$ cat src/rtl/shared_op_pipe_node.sv
// Shared arithmetic unit: joins {left, right, condition}, computes OP through a
// fixed-latency stallable pipeline and emits {condition, result} channel pairs.
module shared_op_pipe_node #(
  parameter int INPUTS        = 3,
  parameter int OUTPUTS       = 2,
  parameter int DATA_IN_SIZE  = 32,
  parameter int DATA_OUT_SIZE = 32,
  parameter int COND_SIZE     = 3,
  parameter int LATENCY       = 4,
  parameter int OP            = 2
) (
  input  logic                               clk,
  input  logic                               rst,
  input  logic [INPUTS*DATA_IN_SIZE-1:0]     data_in_bus,
  input  logic [INPUTS-1:0]                  valid_in_bus,
  output logic [INPUTS-1:0]                  ready_in_bus,
  output logic [OUTPUTS*DATA_OUT_SIZE-1:0]   data_out_bus,
  output logic [OUTPUTS-1:0]                 valid_out_bus,
  input  logic [OUTPUTS-1:0]                 ready_out_bus
);

  logic [DATA_OUT_SIZE-1:0] lhs, rhs, result_d, cond_ext;
  logic [COND_SIZE-1:0]     cond_d;
  logic [LATENCY-1:0]       v_q, v_d;
  logic [COND_SIZE-1:0]     cond_q [LATENCY];
  logic [DATA_OUT_SIZE-1:0] data_q [LATENCY];
  logic                     all_valid, pop, en, fire;
  logic                     unused_cond_bits;

  assign lhs    = data_in_bus[0*DATA_IN_SIZE +: DATA_OUT_SIZE];
  assign rhs    = data_in_bus[1*DATA_IN_SIZE +: DATA_OUT_SIZE];
  assign cond_d = data_in_bus[2*DATA_IN_SIZE +: COND_SIZE];
  assign unused_cond_bits = ^data_in_bus[2*DATA_IN_SIZE+COND_SIZE +: DATA_IN_SIZE-COND_SIZE];

  // A token leaves only when both output channels accept in the same cycle.
  assign all_valid = &valid_in_bus;
  assign pop       = v_q[LATENCY-1] & ready_out_bus[0] & ready_out_bus[1];
  assign en        = ~v_q[LATENCY-1] | pop;
  assign fire      = all_valid & en;

  always_comb begin
    ready_in_bus = '0;
    for (int i = 0; i < INPUTS; i++) begin
      ready_in_bus[i] = en;
      for (int j = 0; j < INPUTS; j++) begin
        if (j != i) ready_in_bus[i] = ready_in_bus[i] & valid_in_bus[j];
      end
    end
  end

  always_comb begin
    result_d = '0;
    case (OP)
      0:       result_d = lhs + rhs;
      1:       result_d = lhs - rhs;
      default: result_d = lhs * rhs;
    endcase
  end

  always_comb begin
    v_d = v_q;
    if (en) begin
      v_d[0] = fire;
      for (int s = 1; s < LATENCY; s++) v_d[s] = v_q[s-1];
    end
  end

  always_ff @(posedge clk) begin
    if (rst) v_q <= '0;
    else     v_q <= v_d;
  end

  // Payload needs no reset; only the valid bits define what is in flight.
  always_ff @(posedge clk) begin
    if (en) begin
      cond_q[0] <= cond_d;
      data_q[0] <= result_d;
      for (int s = 1; s < LATENCY; s++) begin
        cond_q[s] <= cond_q[s-1];
        data_q[s] <= data_q[s-1];
      end
    end
  end

  always_comb begin
    cond_ext = '0;
    cond_ext[COND_SIZE-1:0] = cond_q[LATENCY-1];
  end

  assign valid_out_bus = {OUTPUTS{v_q[LATENCY-1]}};
  assign data_out_bus  = {cond_ext, data_q[LATENCY-1]};

endmodule

$ cat config.mk
export PLATFORM = sky130hd
export DESIGN_NAME = shared_op_pipe_node
export DESIGN_NICKNAME = d
export VERILOG_FILES = /design/src/rtl/shared_op_pipe_node.sv
export SDC_FILE = /design/constraint.sdc
export NUM_CORES = 1
export LEC_CHECK = 0
export CAP_MARGIN = 20
export CELL_PAD_IN_SITES_DETAIL_PLACEMENT = 1
export CELL_PAD_IN_SITES_GLOBAL_PLACEMENT = 2
export CORE_ASPECT_RATIO = 0.7
export CORE_MARGIN = 8
export CORE_UTILIZATION = 43
export DETAILED_ROUTE_END_ITERATION = 16
export PLACE_DENSITY = 0.9
export SLEW_MARGIN = 20
export SYNTH_ARGS = -nofsm -noshare
export SYNTH_HDL_FRONTEND = slang
export SYNTH_SLANG_ARGS = --single-unit
$ cat constraint.sdc
create_clock -name clk -period 21.2 [get_ports clk]
set_input_delay 3.18 -clock clk [delete_from_list [all_inputs] [get_ports clk]]
set_output_delay 3.18 -clock clk [all_outputs]
set_load 0.01 [all_outputs]
---- After elaboration in Yosys (flattened, before gate mapping) ----
Memory sizes are Yosys's and may differ from the RTL's.
Index checks and enable logic that the tools add are counted.
cells by class
  reductions and logical operators ........ 1
  bitwise operators ....................... 10
  multiply operators ...................... 1
  mux-type cells .......................... 2
operators by type and width
  operator           count
  $mul A32 B32 Y32   1
  $and A1 B1 Y1      8
  $reduce_and A3 Y1  1
  $mux W1            2
  $not A1 Y1         1
  $or A1 B1 Y1       1
storage, ports and cells
  memory bits (writable) .................. 140
  memories ................................ 2
  register bits after elaboration ......... 4
memory list
  name    words  bits a word  read ports  clocked after memory_dff  write ports  line  source
  data_q  4      32           4           0                         4            26    logic [DATA_OUT_SIZE-1:0] data_q [LATENCY];
  cond_q  4      3            4           0                         4            25    logic [COND_SIZE-1:0] cond_q [LATENCY];

---- Longest topological paths before layout ----
Gate-level depths: netlist of the first run.
  word-level depth ........................ 5
  depth in mapped cells ................... 25

---- Least setup slack after synthesis of the first run ----
Ideal clock, no wire load.
  path kind ............................... input -> output
  start point ............................. input ready_out_bus[1]
  end point ............................... output ready_in_bus[2]
  data required time ...................... 18.020 ns
  path buffers ............................ 0
  arrival time ............................ 6.774 ns
  path slack .............................. 11.246 ns
  stages on the path ...................... 3
  cells stage by stage .................... nand2_1 -> nand2_1 -> and3_1
between the ends
  longest elaborated chain between the ends .. 4
RTL lines
  element                     line  source
  start: declaration          19    input logic [OUTPUTS-1:0] ready_out_bus
  $and A1 B1 Y1               37    assign pop = v_q[LATENCY-1] & ready_out_bus[0] & ready_out_bus[1];
  $or A1 B1 Y1                38    assign en = ~v_q[LATENCY-1] | pop;
  $and A1 B1 Y1 (2 in a row)  46    if (j != i) ready_in_bus[i] = ready_in_bus[i] & valid_in_bus[j];
  end: declaration            16    output logic [INPUTS-1:0] ready_in_bus,
Every way passes these cells.

==> results of run 1 <==
-- path summary, 6_finish.rpt --
path	from	endpoint	slack, ps	cells past startpoint
min reg2reg	data_q[0][31]	data_q[1][31]	410	0
min	data_q[0][31]	data_q[1][31]	410	0
max	data_in_bus[9]	data_q[0][30]	10410	20
max reg2reg	v_q[3]	v_q[2]	18870	5
-- flip-flops by register name (all words and copies together) (netlist names) --
signal  cells
cond_q     12
data_q    128
v_q         4
-- metal layers --
metal / up-vias / track usage / part of all wire
met5: - / 0 / 0.00025
met4: 2 / 0.0466 / 0.019
met3: 60 / 0.0485 / 0.061
met2: 302 / 0.312 / 0.45
met1: 6958 / 0.272 / 0.47
li1: 5800 / - / -
-- Yosys cell counts, drive strengths merged (3+ instances only) --
| library cell | count | area [um2] |
|---|---|---|
| edfxtp | 140 | 4200 |
| inv | 359 | 1350 |
| buf | 31 | 233 |
| a21oi | 25 | 125 |
| a211o | 3 | 26.3 |
| a21o | 7 | 52.6 |
| nand2b | 5 | 31.3 |
| nor2 | 19 | 71.3 |
| nor3 | 8 | 40.0 |
| xor2 | 14 | 123 |
| dfxtp | 4 | 80.1 |
| fa | 408 | 8170 |
| and4 | 4 | 35.0 |
| and2 | 367 | 2300 |
| o21ai | 16 | 80.1 |
| ha | 123 | 1540 |
| clkbuf | 81 | 305 |
| a31oi | 4 | 31.3 |
| o211ai | 5 | 37.5 |
| o21a | 4 | 30.0 |
| xnor2 | 66 | 578 |
| a31o | 3 | 26.3 |
| and3 | 8 | 51.3 |
| nand2 | 179 | 672 |
-- metrics by stage --
step | worst slack [ps] | util
3_5_place_dp | 10050 | 0.472
3_3_place_gp | 10200 | 0.472
2_1_floorplan | 11250 | -
5_1_grt | 10130 | 0.486
4_1_cts | 10470 | 0.486
6_report | 10410 | 0.486
-- area by class of cell --
| type | instances | share of cell area |
|---|---|---|
| multi-input cells | 1319 | 0.631 |
| clock buffers | 18 | 0.0189 |
| repair buffers | 138 | 0.0579 |
| inverters | 359 | 0.0594 |
| clock inverters | 14 | 0.00992 |
| flip-flops and latches | 144 | 0.189 |
| well taps | 612 | 0.0337 |
-- critical path, stage by stage --
cell	delay (ps)
clkdlybuf4s50_1	990
and2_1	470
fa_1	550
inv_1	60
fa_1	410
fa_1	530
fa_1	550
inv_1	50
ha_1	270
ha_1	300
fa_1	530
fa_1	420
ha_1	380
and3_1	380
o2111ai_1	170
a21oi_1	660
o211ai_1	260
a21oi_1	460
o211ai_1	150
nor3b_1	180
-- cell families after synthesis --
logic type | Yosys count | synth area share
compound gates | 80 | 0.0255
flops | 144 | 0.210
buf+inv | 471 | 0.0925
xor+xnor | 81 | 0.0355
mux | 1 | 0.000552
simple gates | 597 | 0.159
fa+ha+maj | 531 | 0.476
other cells | 1 | 0.000184
==> results list, run 1 <==
- The flow ran to the end, and the final reports show no timing, DRC or antenna violations.
* Antenna diode count: 0
* Maximum operating frequency: 92.7 MHz
- Number of setup violations in the final report: 0
- Total Neg Setup Slack: 0 ps
- Post-Synthesis Mean Instance Area: 10.7 um2
* Share of flip-flops with an asynchronous set or reset: 0
* Total via count in the routed design: 13100
- WP data arrival: 10960 ps
- The critical path is of the input port to flip-flop type.
* Measured slew at the worst slew-check pin: 1090 ps
- For this run, the leading register cell type out of synthesis is edfxtp_1.
- Width of the chip: 276 um
- CTS built an H-tree with a depth of 4.
- The number of placed instances, taps included, is 2572.
- Routed wire length per instance: 20.0 um
- TritonCTS Buffers: 17
- Boundary pin count: 172
- The tree built by TritonCTS fans out to 144 sinks.
* Commonest non-fill, non-tap cell in the layout: fa_1
* Ratio of cells with drive above 1 in the final layout: 0.0316
- At the later pin of the worst-skew pair, clock insertion delay measures 430 ps.
* Yosys synthesis warning count: 0
* Sum of overflow across all layers after global routing: 0
- Post-CTS repair changed the size of 0 cells.
- Number of hold violations in the final report: 0
* Count of mapped cells out of synthesis: 1906
- Final worst hold slack: 413 ps
* DRT iter0 DRCs: 713
- Initial antenna violation count: 1
- TritonCTS built the clock tree.
* Max-cap check violation count: 0
- The path class of the tightest hold or removal check is flip-flop to flip-flop.
- For this configuration, the core starts out at a cell density of 0.437.
* Overall global routing resource usage: 0.197
* Clock period minus worst slack: 10790 ps
- Drt via density: 5.04
* Number of unique standard cell types used by synthesis: 45
* Final GP Congestion: 0.797
- At the end of the flow, the number of nets in the layout was 2613.
- Clock-pin slew was measured on the worst setup and hold paths at 70 ps.
- Number of flops mapped to enable cells by yosys: 140
- CTS hold repair buffers: 0
- Entering global routing, the biggest net connects 88 pins.
- From bottom edge to top edge, the die measures 198 um.
- CTS root buffer: clkbuf_16
- The number of global-route vias before repair was 15300.
* Area used by sequential logic in the layout: 4280 um2
- Multi-input combinational cell area: 14300 um2
- Buffers placed on the I/O ports in this run total 113.
* DRC violations left: 0
- The worst pin sits at a relative slew slack of 0.274.
- Wire length of the first global-routing pass: 84.6 mm
* Commonest cells after routing, fill and taps aside: fa_1 (408), and2_1 (367), inv_1 (359), nand2_1 (178), edfxtp_1 (140)
* Final standard cell count with taps included and fillers excluded: 2604
* Antenna viol nets, final: 0
- Core Area: 46700 um2
- Final Instance Area: 22700 um2
- Required time at the worst-slack endpoint: 21370 ps
- Post-CTS setup buffer count: 0
- Die area: 54700 um2
* Clock tree skew after final layout: 9.11 ps
- The synthesized netlist occupies a cell area of 20400 um2.
* Post-Place Cell Area: 22000 um2
* HPWL Detailed: 40.9 mm
- Row generation in the floorplan step produced 66 rows.
- Sequential-to-total area share from yosys stat: 0.210
- The final number of max-transition violations was 0.
- Setup crit end kind: flip-flop
* Number of iterations in the first detailed-routing pass: 5
- Synth Register Bits: 144
* CTS Buffer Depth: 2
- The worst setup path is launched from an input port.
- Summed over all layers, the routed wires come to 52.2 mm.
- Of the available clock period, the critical path in the final layout requires 0.509.
- Fillers: 5069
* Worst-path fanout max: 23
- Area grow syn2layout: 11.3%
- Setup repair after global routing left no endpoint under its margin.
Power of run 1 is not shown: default switching activity piles up to over one toggle a cycle in this logic, so the estimate is an artifact.
==> run 2, diff against run 1 <==
CORE_UTILIZATION = 40   (was 43)
PLACE_DENSITY = 0.85   (was 0.9)
clock period = 10.1 ns   (was 21.2 ns; I/O delays follow)
==> run 2 against run 1 <==
Net effect:
- critical path depth stayed put
- clock skew is 2.1 ps higher
- die area is 7.0% higher
- final area is 0.40% higher
- global-route usage is 0.63 points lower
- core utilization is 3.5 points lower
- sequential cell count stayed put
- via count is 0.90% higher
- worst hold slack worse by 3.0 ps
- register-to-register slack worse by 11000 ps
- highest routed layer is now met4
==> results list, run 2 (synthesis results as in run 1) <==
- In this design, the critical path's most frequently occurring cell is fa_1.
* Commonest non-fill, non-tap cell in the layout: fa_1
- Entering global routing, the biggest net connects 81 pins.
- The first global-routing pass estimated 86.5 mm of wire.
- TritonCTS built the clock tree.
- CP startpoint kind: input port
- The top cell types in the final layout, fill and taps aside, are fa_1 (408), and2_1 (367), inv_1 (359), nand2_1 (178), edfxtp_1 (140).
- Derived from the worst setup path, the maximum achievable clock frequency is 113 MHz.
- Compared with the post-synthesis result, the final layout area differs by 11.8%.
- Clock period minus worst slack: 8820 ps
- Number of iterations in the first detailed-routing pass: 7
* Worst slew slack as a fraction of its limit: 0.218
- Leaving out filler cells and counting taps, the final layout contains 2677.
* Starting utilization of the core area: 0.404
- Setup repair after global routing left no endpoint under its margin.
- The repair_antennas step left the layout with diodes totalling 0.
* Via count of the first global-routing pass: 15500
* Post-CTS setup buffer count: 0
- The final layout contains 2625 nets.
- The floorplan step defined a die boundary enclosing 58600 um2.
- In this run the clock root is driven by a clkbuf_16.
- Across the routed clock network, the largest skew measured is 11.2 ps.
* Sum of overflow across all layers after global routing: 0
* Met3 Use GR: 0.0352
- Summing over every cut layer, the via total after detailed routing is 13200.
- Initial antenna violation count: 1
- Met2 track demand over resource: 0.306
- WP data arrival: 9000 ps
- For the worst setup path, the data required time is 10280 ps.
- Detailed placement finished with a half-perimeter wire length of 45.0 mm.
* Hold path start: data_q[2][15]
- The tightest min-delay check is of the flip-flop to flip-flop type.
- At the later pin of the worst-skew pair, clock insertion delay measures 430 ps.
- In this run, the number of DRC markers left after iteration 0 of detailed routing was 762.
- The final number of max-transition violations was 0.
- In the routed layout, each cell is associated on average with a via count of 4.95.
* Vertical extent of the die: 205 um
- Setup crit end kind: flip-flop
* Register with the most flip-flops: data_q
* Number of setup violations in the final report: 0
- After detailed routing, the average wire length per cell comes to 20.2 um.
- Placed cells: 2646
- Antenna viol nets, final: 0
- Fillers: 5530
- The run finished with clean final reports.
- Buffers inserted during clock tree synthesis total 17.
* CTS Buffer Depth: 2
- Worst path buffer plus inverter count: 5
* Measured slew at the worst slew-check pin: 1170 ps
- Number of flip-flops in the largest register: 128
- Sequence of cells on the critical path: clkdlybuf4s50_1, and2_1, fa_1, inv_1, fa_1, fa_1, inv_1, fa_1, inv_1, fa_1, inv_1, fa_1, fa_1, fa_1, ha_1, or4_1, a221o_1, a221o_1, a31oi_2, xnor2_1
* Port Buf Inserts: 113
- Boundary pin count: 172
- Final Instance Area: 22800 um2
* Final wirelength: 54.1 mm
- Ratio of cells with drive above 1 in the final layout: 0.0374
- The clock tree synthesis step divided the H-tree into 4 levels.
* Max-cap check violation count: 0
- At the end of routability-driven placement, the weighted congestion stood at 0.833.
* Total Neg Setup Slack: 0 ps
* Clock-pin slew on the worst setup and hold paths: 70 ps
* Delay-heaviest family, CP: adder cells
- met2 is the most crowded layer.
* Placement Rows: 69
- DRC violations left: 0
- Worst-path fanout max: 18
* Portion of the clock cycle consumed by the worst path in the final layout: 0.873
* Overall global routing resource usage: 0.190
* CTS hold repair buffers: 0
- In this run the worst setup path begins at data_in_bus[42].
* Launch point of the worst reg-to-reg path: v_q[3]
- Post-Place Cell Area: 22200 um2
- Largest registers in the final layout: data_q (128), cond_q (12), v_q (4)
* Largest stage delay, worst path: 1030 ps
* Number of sinks driven by the clock tree: 144
- The floorplan step set the die width to 286 um.
- The critical path is of the input port to flip-flop type.
- The largest individual stage delay along the critical path comes from the cell clkdlybuf4s50_1.
- For this run, global-route usage on met1 was measured as 0.265.
* Quantity of gates resized following cts: 0
* Core Area: 50500 um2
- Number of hold violations in the final report: 0
## run 2: changes by cell type in the layout (fill, tap and decap cells not counted), sizes merged
cell	change
buf	+11
bufinv	-4
inv	+4
clkinv	-2
clkinvlp	+2
clkbuf	-1
clkdlybuf4s50	+1
## run 2: per-stage QoR
step                       util  hold WS, ps  worst slack, ps
after floorplan               -          400             2120
after global placement    0.440          401              932
after detailed placement  0.440          405              856
after CTS                 0.451          416             1340
after global routing      0.451          420              977
final                     0.451          410             1280
## run 2: per-layer routing
metal	routed length (um)	share of wire
met5	0	0
met3	3070	0.057
met4	1230	0.023
met1	25200	0.47
met2	24600	0.45
## run 2: path summary, 6_finish.rpt
check / endpoint / slack [ps] / cells past startpoint
worst max-delay path: data_q[0][31] / 1280 / 20
worst min-delay path: data_q[3][15] / 410 / 0
worst min register to register: data_q[3][15] / 410 / 0
worst max register to register: data_q[1][26] / 7850 / 2
## run 2: area by class of cell
| cell class | count | area [um2] | area share |
|---|---|---|---|
| Multi-Input combinational cell | 1319 | 14300 | 0.629 |
| Sequential cell | 144 | 4280 | 0.188 |
| Timing Repair Buffer | 150 | 1410 | 0.0618 |
| Inverter | 359 | 1350 | 0.0591 |
| Tap cell | 674 | 843 | 0.0370 |
| Clock buffer | 17 | 425 | 0.0187 |
| Clock inverter | 14 | 146 | 0.00643 |
Power of run 2 is left out for the same reason.
==> run 3, diff against run 2 <==
--- a/config.mk
+++ b/config.mk
@@ -13,5 +13,5 @@
 export CORE_UTILIZATION = 40
 export DETAILED_ROUTE_END_ITERATION = 16
-export PLACE_DENSITY = 0.85
+export PLACE_DENSITY = 0.92
 export SLEW_MARGIN = 20
 export SYNTH_ARGS = -nofsm -noshare
==> constraint.sdc (replaced) <==
create_clock -name clk -period 10.1 [get_ports clk]
set_input_delay 2.02 -clock clk [delete_from_list [all_inputs] [get_ports clk]]
set_output_delay 2.02 -clock clk [all_outputs]
set_load 0.01 [all_outputs]
==> run 3 against run 2 <==
Net effect:
- worst hold slack better by 3.8 ps
- core utilization rose by 0.23 points
- maximum frequency down 4.2%
- sequential cell count stayed put
- clock-buffer cell count did not move
- critical path depth increased by 1
- setup slack worse by 390 ps
- sequential share of layout area down 0.096 points
- non-clock buffer count up 15
- final area is 0.51% higher
- global-route usage grew 0.17 points
- wire length is 0.98% higher
- highest routed layer is now met5
==> results list, run 3 (synthesis results as in run 1) <==
- DRC violations left: 0
- Summed over all nets, wire length on met3 after detailed routing comes to 3.45 mm.
* Portion of the clock cycle consumed by the worst path in the final layout: 0.912
- The congestion estimate from routability-driven global placement came to 0.837.
- During placement, the flow inserted port buffers numbering 113.
- CTS hold repair buffers: 0
- The run finished with clean final reports.
- On the critical path, the stage with the largest delay is an instance of clkdlybuf4s50_1.
- Post-CTS timing repair inserted 0 buffers for setup.
- CP startpoint kind: input port
- Minimum setup slack among reg-to-reg paths: 7840 ps
- Leaving out fill and tap cells, the most frequent cell in the layout is fa_1.
- Initial antenna violation count: 1
* Largest registers in the final layout: data_q (128), cond_q (12), v_q (4)
- Type of the most critical hold path: flip-flop to flip-flop
- Boundary pin count: 172
- Max-cap check violation count: 0
- Launch point of the worst reg-to-reg path: v_q[3]
- Quantity of gates resized following cts: 0
- Largest stage delay, worst path: 1160 ps
- The die covers 58600 um2.
- After detailed routing, the total wire length is 54.7 mm.
- Number of flip-flops in the largest register: 128
- In this design, the critical path's most frequently occurring cell is fa_1.
- Cell count of the worst reg-to-reg path: 2
- Placement Rows: 69
* TritonCTS Buffers: 17
* Hold-critical path depth: 0
- Dividing the detail-routed wire length by the instance count gives 20.3 um.
- Summed over all nets, wire length on met2 after detailed routing comes to 25.3 mm.
- The top cell types in the final layout, fill and taps aside, are fa_1 (408), and2_1 (367), inv_1 (359), nand2_1 (178), edfxtp_1 (140).
- Final standard cell count with taps included and fillers excluded: 2693
* HPWL Detailed: 45.5 mm
* Required time at the worst-slack endpoint: 10280 ps
* Antenna viol nets, final: 0
* Number of hold violations in the final report: 0
- Fill cells in the final layout number 5561.
- The clock reaches the later pin of the worst-skew pair after 430 ps.
- Pins Over Slew Limit: 0
- Delay-heaviest family, CP: adder cells
- In this run the most critical hold path is launched from data_q[2][17].
- The worst path needs 9210 ps of the cycle, external delays included.
- By startpoint and endpoint, the worst setup path is classified as input port to flip-flop.
- Via count of the first global-routing pass: 15800
* Number of sinks driven by the clock tree: 144
- TritonCTS built the clock tree.
* Clock tree skew after final layout: 9.57 ps
- For the final routed database, the setup TNS stands at 0 ps.
- The floorplan step set the die width to 286 um.
- For the worst setup path, the data arrival time is 9390 ps.
- In this run the deepest clock path goes through 2 buffers.
- Overall global routing resource usage: 0.192
* Worst path buffer plus inverter count: 4
- For this run, the top clock speed supported by timing is 109 MHz.
* Clock-pin slew on the worst setup and hold paths: 70 ps
* Min-Delay Endpoint: data_q[3][17]
- Entering global routing, the biggest net connects 81 pins.
* Worst slew slack as a fraction of its limit: 0.293
- Register with the most flip-flops: data_q
* Number of setup violations in the final report: 0
* Starting utilization of the core area: 0.404
- The tree is rooted in a clkbuf_16.
* # nets final: 2640
- At the pin with the least slew margin, the transition time is 1060 ps.
- DRT iter0 DRCs: 657
- The core region is 50500 um2.
* RSZ-0062 raised after global routing: false
* Worst-path fanout max: 17
* End of the worst register-to-register path: data_q[3][21]
- Wire length of the first global-routing pass: 87.4 mm
* Vertical extent of the die: 205 um
* Total via count in the routed design: 13300
- Drt via density: 4.94
- Ratio of cells with drive above 1 in the final layout: 0.0446
* Sequence of cells on the critical path: clkdlybuf4s50_1, buf_4, and2_1, fa_1, fa_1, inv_1, fa_1, inv_1, fa_1, fa_1, fa_1, fa_1, fa_1, ha_1, o21ai_0, nand2b_1, and3_2, a221o_1, a31oi_1, o21ai_0, xnor2_1
* Placed cells: 2661
- Max Used Layer: met5
- Sum of overflow across all layers after global routing: 0
- Final worst hold slack: 414 ps
- The worst setup path is captured at a flip-flop.
- H-tree Lvls: 4
* Number of iterations in the first detailed-routing pass: 5
- Wire length on met1: 24.7 mm
- Area grow syn2layout: 12.3%
[run 3: cell count changes in the layout (fill, tap and decap cells not counted), sizes merged]
cell / change
diode: +1
inv: -1
buf: +15
clkinv: +1
[run 3: layout make-up]
| type | instances | area, um2 | share of cell area |
|---|---|---|---|
| Tap cell | 674 | 843 | 0.0368 |
| Sequential cell | 144 | 4280 | 0.187 |
| Clock buffer | 17 | 425 | 0.0186 |
| Antenna cell | 1 | 2.50 | 0.000109 |
| Multi-Input combinational cell | 1319 | 14300 | 0.626 |
| Inverter | 359 | 1350 | 0.0588 |
| Clock inverter | 14 | 148 | 0.00645 |
| Timing Repair Buffer | 165 | 1520 | 0.0664 |
[run 3: how the worst max path moves through the flow]
stage,cells past startpoint,end,startpoint
6_report,21,data_q[0][29],data_in_bus[6]
5_1_grt,21,data_q[0][31],data_in_bus[6]
4_1_cts,21,data_q[0][31],data_in_bus[6]
3_5_place_dp,21,data_q[0][31],data_in_bus[6]
3_3_place_gp,22,data_q[0][31],data_in_bus[40]
2_1_floorplan,23,data_q[0][31],data_in_bus[35]
[run 3: metrics by stage]
stage / worst slack (ps) / util / cell area (um2)
floorplan: 1620 / - / 20500
global placement: 550 / 0.442 / 22300
detailed placement: 407 / 0.442 / 22300
CTS: 872 / 0.453 / 22900
global route: 564 / 0.453 / 22900
finish: 891 / 0.453 / 22900
[run 3: per-layer routing]
metal / track usage / vias up
met3: 0.0465 / 65
met4: 0.0508 / 2
li1: - / 5860
met5: 0 / -
met1: 0.259 / 7058
met2: 0.310 / 314
[run 3: worst register-to-register path: stages (launching register included)]
cell and delay, ps:
dfxtp_1 340, nand2_4 600, buf_4 860
Power of run 3 is left out for the same reason.
